--- config.mk ---
export PLATFORM = sky130hd
export DESIGN_NAME = pipeline_hazard_ctrl
export DESIGN_NICKNAME = d
export VERILOG_FILES = /design/src/rtl/pipeline_hazard_pkg.sv /design/src/rtl/pipeline_hazard_ctrl_forward_unit.sv /design/src/rtl/pipeline_hazard_ctrl.sv
export SDC_FILE = /design/constraint.sdc
export NUM_CORES = 1
export LEC_CHECK = 0
export ABC_AREA = 1
export CAP_MARGIN = 20
export CELL_PAD_IN_SITES_DETAIL_PLACEMENT = 0
export CELL_PAD_IN_SITES_GLOBAL_PLACEMENT = 2
export CORE_MARGIN = 3
export CORE_UTILIZATION = 34
export CTS_CLUSTER_DIAMETER = 30
export DETAILED_ROUTE_END_ITERATION = 6
export DONT_BUFFER_PORTS = 1
export PLACE_DENSITY = 0.89
export SYNTH_ARGS = -nofsm -noshare
export SYNTH_HDL_FRONTEND = slang
export SYNTH_SLANG_ARGS = --single-unit
--- constraint.sdc ---
create_clock -name clk -period 3.8 [get_ports clk]
set_clock_uncertainty 0.2 [all_clocks]
set_input_delay 0.76 -clock clk [delete_from_list [all_inputs] [get_ports clk]]
set_output_delay 0.76 -clock clk [all_outputs]
set_load 0.05 [all_outputs]
--- src/rtl/pipeline_hazard_pkg.sv ---
// Shared types and encodings for the RV32I hazard/stall controller.
package pipeline_hazard_pkg;

   typedef enum logic [1:0] {
      RUN     = 2'd0,
      WAIT    = 2'd1,
      RELEASE = 2'd2
   } state_e;

   localparam logic [1:0] FWD_RF        = 2'b00;
   localparam logic [1:0] FWD_WB        = 2'b01;
   localparam logic [1:0] FWD_MEM       = 2'b10;
   localparam logic [1:0] MEMTOREG_LOAD = 2'b01;

endpackage

--- src/rtl/pipeline_hazard_ctrl_forward_unit.sv ---
// EX-stage operand forwarding select for one source register; MEM beats WB.
module forward_unit
   import pipeline_hazard_pkg::*;
#(
   parameter int REG_ADDR_W = 5
) (
   input  logic [REG_ADDR_W-1:0] RsE,
   input  logic [REG_ADDR_W-1:0] RdM,
   input  logic [REG_ADDR_W-1:0] RdW,
   input  logic                  RegWriteM,
   input  logic                  RegWriteW,
   output logic [1:0]            ForwardE
);

   always_comb begin
      ForwardE = FWD_RF;
      if (RegWriteM && (RdM != '0) && (RdM == RsE)) begin
         ForwardE = FWD_MEM;
      end else if (RegWriteW && (RdW != '0) && (RdW == RsE)) begin
         ForwardE = FWD_WB;
      end
   end

endmodule

--- src/rtl/pipeline_hazard_ctrl.sv ---
// Hazard/stall controller: forwarding, load-use stall, branch flush and
// slow-peripheral MEM-stage freeze with req/ack handshake and timeout.
//
// state   | meaning
// --------+-----------------------------------------------------------
// RUN     | normal flow; PeriphAccM freezes the pipe and enters WAIT
// WAIT    | periph_req high, pipe frozen, waiting for ack or timeout
// RELEASE | one unfrozen cycle, ReadDataM taken from periph_hold
//
// Integrator note: StallF may assert together with PCSrcE (load-use plus
// taken branch); the PC register enable must be gated with PCSrcE.
module pipeline_hazard_ctrl
   import pipeline_hazard_pkg::*;
#(
   parameter int DATA_WIDTH     = 32,
   parameter int REG_ADDR_W     = 5,
   parameter int TIMEOUT_CYCLES = 255,
   parameter int CNT_WIDTH      = 8
) (
   input  logic                  clk,
   input  logic                  reset,
   input  logic [REG_ADDR_W-1:0] Rs1D,
   input  logic [REG_ADDR_W-1:0] Rs2D,
   input  logic [REG_ADDR_W-1:0] Rs1E,
   input  logic [REG_ADDR_W-1:0] Rs2E,
   input  logic [REG_ADDR_W-1:0] RdE,
   input  logic [REG_ADDR_W-1:0] RdM,
   input  logic [REG_ADDR_W-1:0] RdW,
   input  logic                  RegWriteM,
   input  logic                  RegWriteW,
   input  logic [1:0]            MemtoRegE,
   input  logic                  PCSrcE,
   input  logic                  PeriphAccM,
   input  logic                  periph_ack,
   input  logic [DATA_WIDTH-1:0] periph_rdata,
   output logic [1:0]            ForwardAE,
   output logic [1:0]            ForwardBE,
   output logic                  StallF,
   output logic                  StallD,
   output logic                  StallE,
   output logic                  StallM,
   output logic                  FlushD,
   output logic                  FlushE,
   output logic                  FlushW,
   output logic                  periph_req,
   output logic                  periph_data_sel,
   output logic [DATA_WIDTH-1:0] periph_hold,
   output logic                  timeout_err
);

   localparam logic [CNT_WIDTH-1:0] CNT_LAST = CNT_WIDTH'(TIMEOUT_CYCLES - 1);

   state_e                state_q, state_d;
   logic [CNT_WIDTH-1:0]  cnt_q, cnt_d;
   logic                  req_q, req_d;
   logic                  sel_q, sel_d;
   logic [DATA_WIDTH-1:0] hold_q, hold_d;
   logic                  terr_q, terr_d;
   logic                  memstall;
   logic                  lwstall;

   forward_unit #(.REG_ADDR_W(REG_ADDR_W)) u_fwd_a (
      .RsE(Rs1E), .RdM(RdM), .RdW(RdW),
      .RegWriteM(RegWriteM), .RegWriteW(RegWriteW), .ForwardE(ForwardAE)
   );

   forward_unit #(.REG_ADDR_W(REG_ADDR_W)) u_fwd_b (
      .RsE(Rs2E), .RdM(RdM), .RdW(RdW),
      .RegWriteM(RegWriteM), .RegWriteW(RegWriteW), .ForwardE(ForwardBE)
   );

   assign lwstall = (MemtoRegE == MEMTOREG_LOAD) && (RdE != '0) &&
                    ((RdE == Rs1D) || (RdE == Rs2D));

   always_comb begin
      state_d  = state_q;
      cnt_d    = cnt_q;
      hold_d   = hold_q;
      terr_d   = terr_q;
      memstall = 1'b0;
      case (state_q)
         RUN: begin
            cnt_d = '0;
            if (PeriphAccM) begin
               memstall = 1'b1;
               state_d  = WAIT;
            end
         end
         WAIT: begin
            memstall = 1'b1;
            cnt_d    = cnt_q + CNT_WIDTH'(1);
            // ack on the final counted cycle still completes normally
            if (periph_ack) begin
               hold_d  = periph_rdata;
               state_d = RELEASE;
            end else if (cnt_q == CNT_LAST) begin
               hold_d  = '0;
               terr_d  = 1'b1;
               state_d = RELEASE;
            end
         end
         RELEASE: state_d = RUN;
         default: state_d = RUN;
      endcase
      req_d = (state_d == WAIT);
      sel_d = (state_d == RELEASE);
   end

   always_ff @(posedge clk) begin
      if (reset) begin
         state_q <= RUN;
         cnt_q   <= '0;
         req_q   <= 1'b0;
         sel_q   <= 1'b0;
         hold_q  <= '0;
         terr_q  <= 1'b0;
      end else begin
         state_q <= state_d;
         cnt_q   <= cnt_d;
         req_q   <= req_d;
         sel_q   <= sel_d;
         hold_q  <= hold_d;
         terr_q  <= terr_d;
      end
   end

   assign StallM = memstall;
   assign StallE = memstall;
   assign StallF = memstall | lwstall;
   assign StallD = memstall | lwstall;
   assign FlushW = memstall;
   assign FlushE = ~memstall & (lwstall | PCSrcE);
   assign FlushD = ~memstall & PCSrcE;

   assign periph_req      = req_q;
   assign periph_data_sel = sel_q;
   assign periph_hold     = hold_q;
   assign timeout_err     = terr_q;

endmodule
Word level (Yosys, flattened, before mapping)
Cells that the tools add are included.
Widths: inputs -> output; s select.
{"block": "totals", "reg_bits": 45, "latch_bits": 0, "ramBits": 0, "romBits": 0, "output_inout_bits": 46, "word_cells": 54, "memories": 0}
{"block": "op_classes", "add_sub_neg": 1, "multipliers": 0, "div": 0, "n_lt_le_gt_ge": 0, "n_eq_ne": 11, "shift": 0, "muxes": 13, "bitwise": 6, "n_reduce_logical": 17}
{"operator": "$mux 32", "n": 2}
{"operator": "$eq 5x5->1", "n": 6}
{"operator": "$pmux 8 s2", "n": 1}
{"operator": "$reduce_bool 5->1", "n": 3}
{"operator": "$mux 2", "n": 5}
{"operator": "$add 8x1->8 const B", "n": 1}
{"operator": "$eq 8x8->1 const B", "n": 1}
{"operator": "$logic_and 1x1->1", "n": 8}
{"operator": "$eq 2x1->1 const B", "n": 3}
{"operator": "$pmux 2 s2", "n": 1}
{"operator": "$reduce_bool 2->1", "n": 2}
{"operator": "$mux 1", "n": 3}
{"operator": "$reduce_and 3->1", "n": 1}
{"operator": "$and 1x1->1", "n": 2}
{"operator": "$eq 2x2->1 const B", "n": 1}
{"operator": "$logic_not 2->1", "n": 1}
{"operator": "$not 1->1", "n": 2}
{"operator": "$or 1x1->1", "n": 2}
{"operator": "$pmux 1 s2", "n": 1}
{"operator": "$reduce_and 2->1", "n": 1}
{"operator": "$logic_or 1x1->1", "n": 1}

Longest topological paths before layout
{"block": "depth", "ltp_word": 5, "depth_mapped": 9, "ltp_nobuf": 8}

By module
From an unflattened synthesis, not the netlist that was laid out.
{"block": "unflattened", "cells_unflattened": 374, "hier_area_um2": 2441.1}
{"mod": "pipeline_hazard_ctrl", "instances": 1, "cells_per_inst": 274, "area_per_inst_um2": 2013.2, "seq_area_each_um2": 900.9}
{"mod": "forward_unit", "instances": 2, "cells_per_inst": 50, "area_per_inst_um2": 214.0, "seq_area_each_um2": 0.0}

Worst setup path after synthesis
OpenSTA, ideal clock, no wires.
{"block": "synth_path", "path_kind": "input to output", "start": "in RdM[1]", "end": "out ForwardAE[0]", "arrival_time_ps": 2663, "t_required_ps": 2840, "slack_ps": 177, "path_stages": 4, "cell_sequence": "xnor2_1 -> nand2_1 -> nor3_1 -> nor2_1"}
{"block": "synth_between", "elab_chain_len": 4}
{"element": "start: declaration", "line": "pipeline_hazard_ctrl.sv:27", "text": "input logic [REG_ADDR_W-1:0] RdM,"}
{"element": "$reduce_bool 5->1", "line": "pipeline_hazard_ctrl_forward_unit.sv:17", "text": "if (RegWriteM && (RdM != '0) && (RdM == RsE)) begin"}
{"element": "$logic_and 1x1->1", "line": "pipeline_hazard_ctrl_forward_unit.sv:17"}
{"element": "$logic_and 1x1->1 (*)", "line": "pipeline_hazard_ctrl_forward_unit.sv:17"}
{"element": "$mux 2 (*)", "line": "pipeline_hazard_ctrl_forward_unit.sv:17"}
{"element": "end: declaration", "line": "pipeline_hazard_ctrl.sv:36", "text": "output logic [1:0] ForwardAE,"}
Mark *: on every way between the ends. The rest lies on a longest branch, timed or not.

Worst setup path in the final report
{"block": "layout_path", "start": "in PeriphAccM", "end": "out FlushE"}
{"block": "layout_between", "elab_chain_len": 4}
{"element": "start: declaration", "line": "pipeline_hazard_ctrl.sv:33", "text": "input logic PeriphAccM,"}
{"element": "$mux 1", "line": "pipeline_hazard_ctrl.sv:84", "text": "if (PeriphAccM) begin"}
{"element": "$pmux 1 s2", "line": "pipeline_hazard_ctrl.sv:81", "text": "case (state_q)"}
{"element": "$not 1->1", "line": "pipeline_hazard_ctrl.sv:132", "text": "assign FlushE = ~memstall & (lwstall | PCSrcE);"}
{"element": "$and 1x1->1", "line": "pipeline_hazard_ctrl.sv:132"}
{"element": "end: declaration", "line": "pipeline_hazard_ctrl.sv:43", "text": "output logic FlushE,"}
Every way passes these cells.

==> out/metrics.sh <==
LARGEST_AREA_CONTRIBUTOR_IN_THE_NETLIST='dfxtp_1'
SYNTH-XOR-AREA-SHARE=0.0911
FLOORPLAN.INITIALDENSITY=0.357
ROUTABILITYCONGESTION=0.823
DRCVIOLATIONCOUNT=0
MAX-VDD-IR-DROP_mV=0.211
ANTENNA_VIOLATIONS_BEFORE_REPAIR=0
DRT_PRE_ANTENNA_ITERS=4
ADDER_AND_MAJORITY_CELL_FRACTION_OF_THE_SYNTHESIZED_AREA=0.0108
TRITONCTS='yes'
SYNTH_SIMPLE_GATE_AREA_SHARE=0.287
CLOCK_SINKS=45
COUNT_OF_INSTANCES_RESIZED_AFTER_THE_CLOCK_TREE_IS_BUILT=0
ROUTE.FINAL.WIRE_LENGTH_MM=5.13
POSTLAYOUTSETUPSLACKWORST_PS=1110
NETLIST_AREA_MM2=0.00231
REQUIRED_ARRIVAL_TIME_AT_THE_WORST_ENDPOINT_PS=2840
MAX_SLEW_MARGIN=0.616
CTS_HTREE_LEVELS=2
SYN_INST=313
PERIOD_MINUS_SLACK_PS=2690
AVGVIACOUNTPERCELL=4.76
CHIPHEIGHT_UM=88.4
YS_SEQ_ELEMENTS=45
CRITICAL_PATH.ENDPOINT_TYPE='output pin'
DETAILEDPLACEMENTHPWL_MM=3.89
PROPORTION_OF_LAYOUT_CELLS_WITH_A_DRIVE_SUFFIX_ABOVE_1=0.140
SETUP-TNS-FINAL_PS=0
RSZ0062_AT_GRT='no'
POST_SYNTH_MAIN_AREA_CONTRIBUTORS='dfxtp_1 39%, nand2_1 17%, a21oi_2 7.2%, xnor2_1 5.7%, a21oi_1 4.1%'
SYNTH.CELLS.MOST_FREQUENT='105 x nand2_1, 45 x dfxtp_1, 25 x inv_1'
LEAKAGEPOWER_nW=0.955
HOLD-PATH-CELL-COUNT=2
YOSYS_MOST_USED_DFF='dfxtp_1'
PIN_COUNT=122
FINAL.PERIOD_UTILIZATION=0.709
POST-PLACE-WS_PS=1090
SEQ_AREA_FRAC_SYNTH=0.390
CRIT_PATH_MAX_FANOUT=6
MAPPEDNETLISTNETS=391
DIE-WIDTH_UM=88.4
CLOCKROOTBUFFER='clkbuf_8'
YOSYS.CELL_COUNT.TOP_TYPE='nand2_1'
MIN_PATH_TYPE='flop to flop'
POSTROUTEANTENNANETS=0
COUNT_OF_HOLD_FIX_BUFFERS_INSERTED_AT_CTS=0
LARGEST_FAMILY_OF_LOGIC_CELLS_BY_SYNTHESIZED_AREA='simple AND/OR/NAND/NOR gates'
SHARE_OF_FLIP_FLOPS_WITH_AN_ASYNCHRONOUS_SET_OR_RESET=0
SETUP.WORST_PATH.CLASS='input port to output pin'
NUM_ANTENNA_CELLS=0
NUMPORTBUFFERS=0
TIMING.FINAL.MAX_SLEW_VIOLATIONS=0
REG2REGPATHDEPTH=8
FMAX_MHz=371
SYNTH_AREA_IN_COMPOUND_GATES=0.130
NUMBER_OF_GLOBAL_ROUTE_VIAS_BEFORE_REPAIR=1803
HOLD_VIOLATIONS=0
MUXSHAREOFSYNTHAREA=0
WL_PER_CELL_UM=13.1
LAYOUT.NETS=391
SYNTH_ENABLE_FLOP_CELLS=0
STANDARD_CELL_ROW_COUNT=29
FILL_CELLS=695
POST_SYNTH.CELL_AREA_AVG_UM2=7.37
WORST-SLEW-PIN-TRANSITION_PS=570
CTS-BUFFERS-INSERTED=5
GRT_MAX_DEGREE=42
FIRST_ITER_VIOLATIONS=77
POST-CTS-SETUP-BUFFER-COUNT=0
FLOORPLAN.DIE_AREA_MM2=0.00781
CTS.REPORTEDPATHS.CLKPINSLEW_PS=80
DETAILROUTE.VIA_COUNT=1860
TIMING.FINAL.SETUP_VIOLATIONS=0
YS.WARNINGS.COUNT=0
CTSLONGESTPATHBUFFERS=2
OUTCOME='finished clean'
GR-USAGE-ALL-LAYERS=0.131
FIRST_PASS_GRT_WIRE_LENGTH_MM=8.20
INSERTION_DELAY_PS=300
MAXCAPVIOLATIONS=0
SYNTH_TOP_AREA_SHARE=0.390
GRT_REMAINING_OVERFLOW=0
AREA_OVERHEAD_VS_SYNTH_PCT=6.24
FINISH.UTILIZATION=0.380
ARR_TIME_CRIT_PATH_PS=1730
POST_SYNTH_NUM_CELL_TYPES=28
STD_CELL_CORE_AREA_MM2=0.00646
WORSTSETUPSTARTPOINTTYPE='input port'
CELLPOWERDENSITY_mW_PER_MM2=404
## power by group
part | switching, W | internal, W
Combinational | 0.0000849 | 0.0000469
Sequential | 0.0000647 | 0.000489
Clock | 0.000172 | 0.000133
## layout make-up
| type | count | area, µm² | share of cell area |
|---|---|---|---|
| multi-input combinational | 227 | 1210 | 0.492 |
| sequential | 45 | 901 | 0.368 |
| inverter | 27 | 101 | 0.0413 |
| tap | 77 | 96.3 | 0.0393 |
| clock buffer | 5 | 68.8 | 0.0281 |
| timing repair buffer | 7 | 52.6 | 0.0214 |
| clock inverter | 3 | 25.0 | 0.0102 |
## per-stage QoR
step / instances / power [W] / hold slack, ps / cell area [µm²]
after floorplan: 313 / 0.000692 / 223 / 2310
after global placement: 383 / 0.000697 / 237 / 2360
after detailed placement: 383 / 0.000698 / 243 / 2360
after CTS: 391 / 0.00101 / 257 / 2450
after global routing: 391 / 0.00105 / 284 / 2450
final: 391 / 0.000991 / 259 / 2450
## registers in the layout, indices dropped and copies added, names as in the netlist
register,cells
periph_req,1
periph_hold,32
periph_data_sel,1
cnt_q,8
state_q,2
timeout_err,1
## critical path, stage by stage
cell and delay (ps):
o21ai_0 450, nand2_1 130, nand2_1 390
## cells in the final DEF, fill, tap and decap left out, types with 4 or more instances in the layout
cell,instances
nor2_1,24
a21oi_1,19
inv_1,25
buf_4,7
dfxtp_1,45
o21ai_0,6
clkbuf_8,5
xnor2_1,15
xor2_1,9
a21oi_2,19
nor3_1,4
nand3_1,9
nand2_1,105
## logic make-up after synthesis
family	after synthesis
xor gates and xnor gates	24
buffers and inverters	41
adders and majority gates	2
AOI/OAI and AO/OA	45
DFF	45
and+or+nand+nor	156
## path summary, 6_finish.rpt
path / start / to / slack, ps
setup / recovery: PeriphAccM / FlushE / 1110
hold / removal: cnt_q[6] / cnt_q[6] / 260
setup reg to reg: cnt_q[0] / periph_hold[10] / 1980
hold reg to reg: cnt_q[6] / cnt_q[6] / 260
## routing by layer
layer / up-vias / wire length [µm] / part of all wire / track usage
met5: - / 0 / 0 / 0
met3: 5 / 415 / 0.081 / 0.0475
met4: 0 / 40 / 0.0078 / 0.0426
met2: 60 / 2470 / 0.48 / 0.212
li1: 975 / - / - / -
met1: 820 / 2200 / 0.43 / 0.161
Power figures use the tool's default switching activity.
